[src/rtl/dmem_arbiter.sv]
`default_nettype none
// ============================================================================
//  Module   : dmem_arbiter
//  Purpose  : Shares the single-ported 4Kx32 data RAM between the processor
//             data port (port 0, fixed priority) and a secondary requester
//             (port 1, e.g. debug loader / DMA). A saturating starvation
//             counter forces a port-1 grant after STARVE_LIMIT consecutive
//             denied cycles. Read data returns one cycle after the grant,
//             tagged to the port that issued the read.
//  Ports    :
//    clock, reset             - clock, asynchronous active-low reset
//    pN_req/wen/addr/wdata    - port N command (held until granted)
//    pN_gnt                   - port N command accepted this cycle
//    pN_rvalid/rdata          - port N read return (cycle after grant)
//    ram_wEn/addr/dataIn      - RAM command for the granted port
//    ram_dataOut              - registered RAM read data
//    starved                  - port 1 granted by the starvation override
//  Revision : 1.0 - initial release
// ============================================================================
module dmem_arbiter #(
    parameter int ADDR_W       = 12,
    parameter int DATA_W       = 32,
    parameter int STARVE_LIMIT = 4
) (
    input  logic              clock,
    input  logic              reset,
    input  logic              p0_req,
    input  logic              p0_wen,
    input  logic [ADDR_W-1:0] p0_addr,
    input  logic [DATA_W-1:0] p0_wdata,
    output logic              p0_gnt,
    output logic              p0_rvalid,
    output logic [DATA_W-1:0] p0_rdata,
    input  logic              p1_req,
    input  logic              p1_wen,
    input  logic [ADDR_W-1:0] p1_addr,
    input  logic [DATA_W-1:0] p1_wdata,
    output logic              p1_gnt,
    output logic              p1_rvalid,
    output logic [DATA_W-1:0] p1_rdata,
    output logic              ram_wEn,
    output logic [ADDR_W-1:0] ram_addr,
    output logic [DATA_W-1:0] ram_dataIn,
    input  logic [DATA_W-1:0] ram_dataOut,
    output logic              starved
);

    localparam logic [3:0] C_STARVE_LIMIT = 4'(STARVE_LIMIT);

    // rd_pend encoding: bit0 = read outstanding, bit1 = issuing port
    localparam logic [1:0] C_PEND_NONE = 2'b00;
    localparam logic [1:0] C_PEND_P0   = 2'b01;
    localparam logic [1:0] C_PEND_P1   = 2'b11;

    logic [3:0] r_starve_cnt;
    logic [1:0] r_rd_pend;

    logic       w_override;
    logic       w_gnt0;
    logic       w_gnt1;
    logic [3:0] w_starve_cnt_nxt;
    logic [1:0] w_rd_pend_nxt;

    // ------------------------------------------------------------------------
    // Arbitration. Grants are gated by reset so nothing reaches the RAM while
    // reset is held, even though the request inputs may be active.
    // ------------------------------------------------------------------------
    always_comb begin
        w_override = reset && p1_req && (r_starve_cnt == C_STARVE_LIMIT);
        w_gnt0     = reset && p0_req && !w_override;
        w_gnt1     = w_override || (reset && p1_req && !p0_req);
    end

    assign p0_gnt  = w_gnt0;
    assign p1_gnt  = w_gnt1;
    assign starved = w_override;

    // RAM command mux; idle cycles drive all-zero command
    always_comb begin
        ram_wEn    = 1'b0;
        ram_addr   = '0;
        ram_dataIn = '0;
        if (w_gnt0) begin
            ram_wEn    = p0_wen;
            ram_addr   = p0_addr;
            ram_dataIn = p0_wdata;
        end else if (w_gnt1) begin
            ram_wEn    = p1_wen;
            ram_addr   = p1_addr;
            ram_dataIn = p1_wdata;
        end
    end

    // ------------------------------------------------------------------------
    // Starvation counter: counts denied port-1 cycles, saturating at the
    // limit; any grant to port 1 or a withdrawn request restarts it.
    // ------------------------------------------------------------------------
    always_comb begin
        w_starve_cnt_nxt = 4'd0;
        if (p1_req && !w_gnt1) begin
            if (r_starve_cnt == C_STARVE_LIMIT) begin
                w_starve_cnt_nxt = r_starve_cnt;
            end else begin
                w_starve_cnt_nxt = r_starve_cnt + 4'd1;
            end
        end
    end

    // Read return tag for the cycle after a granted read
    always_comb begin
        w_rd_pend_nxt = C_PEND_NONE;
        if (w_gnt0 && !p0_wen) begin
            w_rd_pend_nxt = C_PEND_P0;
        end else if (w_gnt1 && !p1_wen) begin
            w_rd_pend_nxt = C_PEND_P1;
        end
    end

    always_ff @(posedge clock or negedge reset) begin
        if (!reset) begin
            r_starve_cnt <= 4'd0;
            r_rd_pend    <= C_PEND_NONE;
        end else begin
            r_starve_cnt <= w_starve_cnt_nxt;
            r_rd_pend    <= w_rd_pend_nxt;
        end
    end

    // Read data steering; the non-addressed port sees zero
    always_comb begin
        p0_rvalid = (r_rd_pend == C_PEND_P0);
        p1_rvalid = (r_rd_pend == C_PEND_P1);
        p0_rdata  = p0_rvalid ? ram_dataOut : '0;
        p1_rdata  = p1_rvalid ? ram_dataOut : '0;
    end

endmodule
`default_nettype wire

[config.mk]
export PLATFORM = sky130hd
export DESIGN_NAME = dmem_arbiter
export DESIGN_NICKNAME = d
export VERILOG_FILES = /design/src/rtl/dmem_arbiter.sv
export SDC_FILE = /design/constraint.sdc
export NUM_CORES = 1
export LEC_CHECK = 0
export BUFFER_PORTS_ARGS = -buffer_cell sky130_fd_sc_hd__buf_2
export CAP_MARGIN = 0
export CELL_PAD_IN_SITES_DETAIL_PLACEMENT = 1
export CELL_PAD_IN_SITES_GLOBAL_PLACEMENT = 2
export CORE_MARGIN = 1.5
export CORE_UTILIZATION = 10
export DETAILED_ROUTE_END_ITERATION = 10
export PLACE_DENSITY_LB_ADDON = 0.1
export SYNTH_ARGS = -nofsm -noshare
export SYNTH_HDL_FRONTEND = slang
export SYNTH_SLANG_ARGS = --single-unit
[constraint.sdc]
create_clock -name clock -period 2.4 [get_ports clock]
set_clock_uncertainty 0.2 [all_clocks]
set_input_delay 0.48 -clock clock [delete_from_list [all_inputs] [get_ports clock]]
set_output_delay 0.48 -clock clock [all_outputs]
set_load 0.05 [all_outputs]
==> results of run 1 <==
==> worst max-delay path: stages (launching register included) <==
cell,delay [ns]
dfrtp_1,0.38
inv_2,0.09
ha_4,0.16
nand3b_4,0.11
o211a_4,0.30
buf_12,0.16
a22o_2,0.28
buf_12,0.15
==> logic make-up (layout without fill, tap and decap cells) <==
family | Yosys count | in the layout | share of synthesized area (%)
muxes | 1 | 1 | 0.792
xor gates and xnor gates | 1 | 1 | 0.693
adders and majority gates | 2 | 2 | 1.98
and+or+nand+nor | 74 | 74 | 36.7
AOI/OAI and AO/OA | 54 | 54 | 37.1
buffers and inverters | 25 | 272 | 10.8
DFF | 6 | 6 | 11.9
==> power groups by stage <==
| stage | Clock [mW] | Sequential (mW) | Combinational, mW |
|---|---|---|---|
| floorplan | 0 | 0.113 | 0.423 |
| global placement | 0 | 0.112 | 0.692 |
| detailed placement | 0 | 0.113 | 0.690 |
| CTS | 0.273 | 0.112 | 0.769 |
| global route | 0.281 | 0.112 | 0.816 |
| finish | 0.270 | 0.112 | 0.773 |
==> per-layer routing <==
metal  track usage [%]  part of all wire (%)  vias up
met5                 0                     0        -
met4              3.21                   1.7        0
met3              3.29                    12       11
met2              23.3                    55      167
met1              10.4                    32     1028
li1                  -                     -     1107
==> cell usage in the layout, fill, tap and decap left out, types with 2 or more instances in the layout <==
cell,netlist,final
dfrtp_1,6,6
inv_1,6,4
buf_12,0,9
nand2_1,2,2
buf_6,4,42
and2_1,34,34
and3_1,32,32
inv_2,0,2
clkbuf_16,0,4
buf_4,2,19
buf_2,4,192
a22o_2,0,28
a22o_1,46,17
==> worst min path at each step <==
stage | depth (start not counted) | from | slack, ns | to
6_report | 2 | reset | 0.04 | r_starve_cnt[3]
5_1_grt | 2 | reset | 0.06 | r_starve_cnt[3]
4_1_cts | 2 | reset | 0.05 | r_starve_cnt[3]
3_5_place_dp | 2 | reset | 0.27 | r_starve_cnt[3]
3_3_place_gp | 2 | reset | 0.27 | r_starve_cnt[3]
2_1_floorplan | 0 | reset | -0.02 | r_rd_pend[0]
==> registers in the layout, indices dropped and copies added, names as in the netlist <==
signal,flops
r_starve_cnt,4
r_rd_pend,2
==> area by class of cell <==
type                       count  share of cell area [%]
tap                          168                    6.38
inverter                       6                   0.684
timing repair buffer         263                    54.1
multi-input combinational    132                    32.0
clock buffer                   3                    2.28
sequential                     6                    4.56
==> what timing repair did <==
action / in CTS / in global routing
endpoints found under the setup margin: 47 / 46
gates cloned: 0 / 2
resized for setup: 84 / 7
pin swaps: 0 / 1
setup buffers: 4 / 2
==> out/metrics.yaml, run 1 <==
synth.cell_area_um2: 1260
hold_buffers: 0
cap_violations: 0
path_max_fanout: 17
first_global_vias: 2305
drcViolationCount: 0
wl_mm: 8.79
finalHoldViolCount: 0
wl_per_cell_um: 15.2
start_kind: "flop"
required_ns: 1.72
start_util_pct: 10.4
avgSynthCellArea_um2: 7.75
row_count: 40
viasPerCell: 4.00
yosysWarnings: 0
endpoint: "ram_dataIn[18]"
setup_viol: 45
hp-class: "in -> async"
synthTopCellsByCount: "46 x a22o_1, 34 x and2_1, 32 x and3_1, 9 x clkbuf_1"
p_switching_uw: 523
r2r-start: "r_starve_cnt[0]"
stdcell_area_um2: 3290
cts_made_buffers: 3
violations: "setup timing"
synth-edff-count: 0
ant_nets: 0
p_clk_share_pct: 23.4
end_kind: "primary output"
fin_nets: 540
rsz0062_at_grt: "yes"
vias: 2313
die_x_um: 115
finalWorstSetupSlack_ns: -0.150
synth-async-reset-ratio_pct: 100
clk_pin_slew_worst_paths_ns: 0.03
layout-drive-gt1-share_pct: 73.7
h-tree-depth: 1
io_buffers: 239
arrival_ns: 1.87
die_area_um2: 13300
drt_first_pass_iters: 4
crit_start: "r_starve_cnt[0]"
numClockSinks: 6
p_int_uw: 632
slew_headroom_pct: 80.1
finalNonFillerCells: 578
clk_path_buf_depth: 2
finalSetupTns_ns: -5.53
utilization_pct: 27.1
p_total_mw: 1.15
reg2reg_to: "r_starve_cnt[0]"
fin_crit_sh_pct: 106
syn_to_final_growth_pct: 161
dp_cells: 567
p_per_area_nw_per_um2: 350
root_buffer: "clkbuf_16"
power.share.combinational_pct: 67.0
grt_pass1_wl_mm: 11.7
cts_tree: "done"
critPathKind: "reg -> out"
seq_area_um2: 150
r2r_slack_ns: 0.66
dpl_worst_slack_ns: -0.0496
pin_count: 240
switching_share_pct: 45.3
ys.flop_type: "dfrtp_1"
p_leak_nw: 1.98
synthMostInstantiatedCell: "a22o_1"
tightest_slew_ns: 0.295
synth-seq-cells: 6
min_period_ns: 2.55
max_clock_freq_ghz: 0.392
place_hpwl_mm: 7.22
yosysSeqAreaShare_pct: 11.9
netlist.top_cell.by_area: "a22o_1"
grt.total_usage_pct: 11.2
synth_nets: 291
yosys-top-cells-area: "a22o_1 32%, and2_1 17%, and3_1 16%"
diodes: 0
die-height_um: 115
synth_top_area_share_pct: 31.9
grt.overflow.total: 0
place_area_um2: 2850
grt_max_degree: 35
status: "complete, but fails checks"
peakVddDrop_uv: 129
multiInputGateArea_um2: 1050
clock_latency_ns: 0.23
slew_violations: 0
ff2ff_path_depth: 8
gp_congestion: 0.732
antenna_found_initial: 0
fillers: 1478
drt_iter0_drc: 40
ys_types: 25
core-area_um2: 12200
p_seq_share_pct: 9.7
syn_inst: 163
hold-worst-slack_ns: 0.0361
Note: power is estimated with default switching activity, not from simulation.
==> inputs of run 2 (changes only) <==
--- a/config.mk
+++ b/config.mk
@@ -13,6 +13,7 @@
 export CORE_UTILIZATION = 10
 export DETAILED_ROUTE_END_ITERATION = 10
 export PLACE_DENSITY_LB_ADDON = 0.1
+export REMOVE_ABC_BUFFERS = 1
 export SYNTH_ARGS = -nofsm -noshare
 export SYNTH_HDL_FRONTEND = slang
 export SYNTH_SLANG_ARGS = --single-unit
==> run 2 against run 1 <==
Against the previous run:
- final cell count is 1.2% higher
- global-route usage increased by 1.4 points
- hold slack got worse by 0.034 ns
- largest cell class unchanged
- the run still ends with setup timing left
- count of clock-buffer cells in the layout did not move
- register-to-register slack got worse by 0.30 ns
- highest routed layer unchanged
- final area grew 5.9%
- die area did not move
- utilization increased by 1.6 points
- sequential cell count unchanged
==> out/metrics.yaml, run 2 (synthesis gave the netlist of run 1 again) <==
slew_violations: 0
crit_chain: "inv_2 -> ha_4 -> nand3b_4 -> o211a_4 -> buf_12 -> buf_16 -> a22o_4 -> buf_12"
highest_layer: "met4"
multiInputGateArea_um2: 1050
finalWorstSetupSlack_ns: -0.175
grt_pass1_wl_mm: 13.0
path_max_fanout: 6
die-height_um: 115
rsz0062_at_grt: "yes"
grt_max_degree: 34
required_ns: 1.72
path_common_cell: "buf_12"
slew_headroom_pct: 79.4
drt_first_pass_iters: 4
start_util_pct: 10.4
start_kind: "flop"
critPathBufInv: 4
wl_per_cell_um: 16.3
seq_area_um2: 150
finalHoldViolCount: 0
max_clock_freq_ghz: 0.388
layout-drive-gt1-share_pct: 68.1
io_buffers: 239
grt.overflow.total: 0
cap_violations: 0
core-area_um2: 12200
min_period_ns: 2.58
gp_congestion: 0.736
tightest_slew_ns: 0.306
wl_mm: 9.52
drt_iter0_drc: 47
most-common-layout-cells: "192 x buf_2, 42 x buf_6, 41 x a22o_1, 34 x and2_1, 32 x and3_1"
critPathTopFamily: "compound AO/OA/AOI/OAI gates"
root_buffer: "clkbuf_16"
wl_met3_mm: 1.08
vias: 2319
reg_top3: "r_starve_cnt: 4 flops, r_rd_pend: 2 flops"
top_register: "r_starve_cnt"
grt.total_usage_pct: 12.7
fin_nets: 547
viasPerCell: 3.96
slowest_stage: "dfrtp_1"
layout_commonest_cell: "buf_2"
clock_latency_ns: 0.23
met1Wirelength_mm: 3.31
hp-class: "in -> async"
hold_buffers: 0
first_global_vias: 2336
critPathKind: "reg -> out"
fin_crit_sh_pct: 107
end_kind: "primary output"
drcViolationCount: 0
cp_slowest_stage_delay_ns: 0.38
place_area_um2: 2740
cts_made_buffers: 3
p_per_area_nw_per_um2: 346
status: "complete, but fails checks"
row_count: 40
peakVddDrop_uv: 148
violations: "setup timing"
largest_reg_flops: 4
die_area_um2: 13300
diodes: 0
clk_pin_slew_worst_paths_ns: 0.03
pin_count: 240
p_leak_nw: 2.08
die_x_um: 115
syn_to_final_growth_pct: 176
antenna_found_initial: 0
arrival_ns: 1.90
h-tree-depth: 1
place_hpwl_mm: 7.05
hold-worst-slack_ns: 0.00216
clk_path_buf_depth: 2
stdcell_area_um2: 3490
setup_viol: 46
numClockSinks: 6
wl_met2_mm: 5.03
fillers: 1492
cts_tree: "done"
ant_nets: 0
r2r_slack_ns: 0.36
run 2: changes by cell type in the layout (fill, tap and decap cells not counted), sizes merged:
cell	previous run	this run
buf	262	269
run 2: final cells by class:
cell class	instances	share of cell area, %
timing repair buffer	270	56.7
multi-input combinational	132	30.2
tap	168	6.02
sequential	6	4.30
clock buffer	3	2.15
inverter	6	0.645
run 2: per-layer routing:
metal  up-vias  GRT usage (%)
met3         6           4.13
met4         0           2.06
met1      1028           12.6
li1       1123              -
met2       162           25.6
met5         -              0
run 2: where the power goes:
group          internal [mW]  switching [mW]
combinational          0.343           0.482
sequential             0.107         0.00412
clock                  0.214          0.0555
total                  0.664           0.542
run 2: worst register-to-register path: stages (launching register included):
cell,delay (ns)
dfrtp_1,0.38
inv_2,0.08
ha_4,0.15
nand3b_4,0.08
o211a_4,0.29
buf_12,0.15
buf_16,0.13
buf_4,0.12
buf_4,0.12
a22o_1,0.22
run 2: what timing repair did:
item                       4_1_cts  5_1_grt
cloned                           6        2
buffers inserted                 7        4
hold endpoints to repair         0        0
pin swaps                       28       21
resized for setup              101        9
setup endpoints to repair       47       47
run 2: path summary, 6_finish.rpt:
kind / from / endpoint / cells past startpoint
worst max register to register: r_starve_cnt[1] / r_rd_pend[0] / 9
worst min register to register: r_starve_cnt[3] / r_starve_cnt[3] / 2
worst max-delay path: r_starve_cnt[1] / ram_dataIn[4] / 8
min in group clock: p1_req / r_starve_cnt[0] / 2
max in group asynchronous: reset / r_rd_pend[0] / 2
worst min-delay path: reset / r_starve_cnt[2] / 2
run 2: per-stage QoR:
step	util [%]	worst slack [ns]	total power, mW	cells	TNS [ns]
detailed placement	22.6	-0.00209	0.781	563	-0.00391
global placement	22.6	0.00937	0.780	563	0
global route	28.7	-0.236	1.27	585	-9.58
floorplan	-	-2.21	0.514	144	-132.97
CTS	27.6	-0.184	1.19	579	-6.16
finish	28.7	-0.175	1.21	585	-6.54
==> inputs of run 3 (changes only) <==
--- a/config.mk
+++ b/config.mk
@@ -12,7 +12,7 @@
 export CORE_MARGIN = 1.5
 export CORE_UTILIZATION = 10
 export DETAILED_ROUTE_END_ITERATION = 10
-export PLACE_DENSITY_LB_ADDON = 0.1
+export PLACE_DENSITY_LB_ADDON = 0.2
 export REMOVE_ABC_BUFFERS = 1
 export SYNTH_ARGS = -nofsm -noshare
 export SYNTH_HDL_FRONTEND = slang
==> run 3 against run 2 <==
Against the previous run:
- the run still ends with setup timing left
- non-clock buffer count is 18 lower
- worst setup slack better by 0.052 ns
- combinational power decreased by 8.2%
- global-route usage fell by 1.4 points
- via count decreased by 3.7%
==> out/metrics.yaml, run 3 (synthesis gave the netlist of run 1 again) <==
start_kind: "flop"
grt_most_used_layer: "met2"
status: "complete, but fails checks"
fin_nets: 529
utilization_pct: 26.4
numClockSinks: 6
slew_headroom_pct: 80.5
r2r_slack_ns: 0.66
die_x_um: 115
place_hpwl_mm: 6.88
grt_pass1_wl_mm: 11.6
fillers: 1501
syn_to_final_growth_pct: 154
slew_violations: 0
finalWorstSetupSlack_ns: -0.124
h-tree-depth: 1
wl_per_cell_um: 14.7
diodes: 0
first_global_vias: 2216
p_total_mw: 1.14
finalSetupTns_ns: -4.69
p_per_area_nw_per_um2: 356
rsz0062_at_grt: "yes"
largest_reg_flops: 4
min_period_ns: 2.52
peakVddDrop_uv: 132
drt_first_pass_iters: 4
use_met1_pct: 10.7
vias: 2234
wl_mm: 8.34
antenna_found_initial: 0
dp_cells: 561
most-common-layout-cells: "193 x buf_2, 42 x a22o_1, 36 x buf_6, 34 x and2_1, 32 x and3_1"
ant_nets: 0
gp_congestion: 0.727
ff2ff_path_depth: 6
violations: "setup timing"
end_kind: "primary output"
cts_tree: "done"
cap_violations: 0
layout_commonest_cell: "buf_2"
tightest_slew_ns: 0.289
clock_latency_ns: 0.23
required_ns: 1.72
p_leak_nw: 1.94
grt_max_degree: 49
dpl_worst_slack_ns: -0.0570
finalHoldViolCount: 0
clk_pin_slew_worst_paths_ns: 0.03
path_max_fanout: 24
critPathKind: "reg -> out"
top_register: "r_starve_cnt"
hp-class: "in -> async"
die_area_um2: 13300
clk_path_buf_depth: 2
max_clock_freq_ghz: 0.396
setup_viol: 45
cts_made_buffers: 3
grt.overflow.total: 0
drt_iter0_drc: 22
row_count: 40
start_util_pct: 10.4
reg2reg_to: "r_rd_pend[0]"
r2r-start: "r_starve_cnt[0]"
root_buffer: "clkbuf_16"
io_buffers: 239
use_met3_pct: 4.55
reg_top3: "r_starve_cnt: 4 flops, r_rd_pend: 2 flops"
arrival_ns: 1.84
finalNonFillerCells: 567
met2_usage_pct: 22.8
grt.total_usage_pct: 11.3
place_area_um2: 2800
core-area_um2: 12200
die-height_um: 115
hold-worst-slack_ns: 0.0182
layout-drive-gt1-share_pct: 66.2
fin_crit_sh_pct: 105
viasPerCell: 3.94
pin_count: 240
drcViolationCount: 0
stdcell_area_um2: 3210
## run 3: changes by cell type in the layout (fill, tap and decap cells not counted), moves of 3 or more
cell / previous run / this run
buf_8: 5 / 0
buf_4: 16 / 10
buf_6: 42 / 36
buf_16: 6 / 1
buf_12: 8 / 11
## run 3: how the worst max path moves through the flow
stage	slack, ns	from	end	cells past startpoint
2_1_floorplan	-2.21	r_starve_cnt[0]	ram_addr[0]	5
3_3_place_gp	-0.02	r_starve_cnt[1]	ram_dataIn[12]	7
3_5_place_dp	-0.06	r_starve_cnt[1]	ram_dataIn[4]	7
4_1_cts	-0.17	r_starve_cnt[0]	ram_dataIn[4]	7
5_1_grt	-0.17	r_starve_cnt[0]	ram_dataIn[4]	7
6_report	-0.12	r_starve_cnt[0]	ram_dataIn[12]	7
## run 3: final cells by class
class	instances	area [um2]	share of cell area, %
well taps	168	210	6.56
multi-input cells	132	1040	32.6
flip-flops and latches	6	150	4.68
repair buffers	252	1700	53.2
clock buffers	3	75.1	2.34
inverters	6	22.5	0.703
## run 3: per-layer routing
| layer | vias up | share of wire, % | routed length (um) |
|---|---|---|---|
| met5 | - | 0 | 0 |
| met4 | 0 | 0.72 | 60 |
| met3 | 5 | 13 | 1100 |
| met2 | 142 | 53 | 4410 |
| met1 | 1002 | 33 | 2780 |
| li1 | 1085 | - | - |
## run 3: power breakdown
part	switching, mW	internal, mW
Combinational	0.460	0.298
Sequential	0.00432	0.107
Clock	0.0578	0.214
## run 3: critical path: stages (launching register included)
cell and delay (ns):
dfrtp_1 0.38, inv_2 0.09, ha_4 0.15, nand3b_4 0.11, o211a_4 0.29, buf_12 0.17
a22o_4 0.27, buf_6 0.15
## run 3: timing repair
action	CTS	global route
hold buffers	1	0
gates resized for setup	82	1
cloned	1	0
hold endpoints to repair	1	0
setup buffers	1	0
pin swaps	9	2
endpoints found under the setup margin	47	45
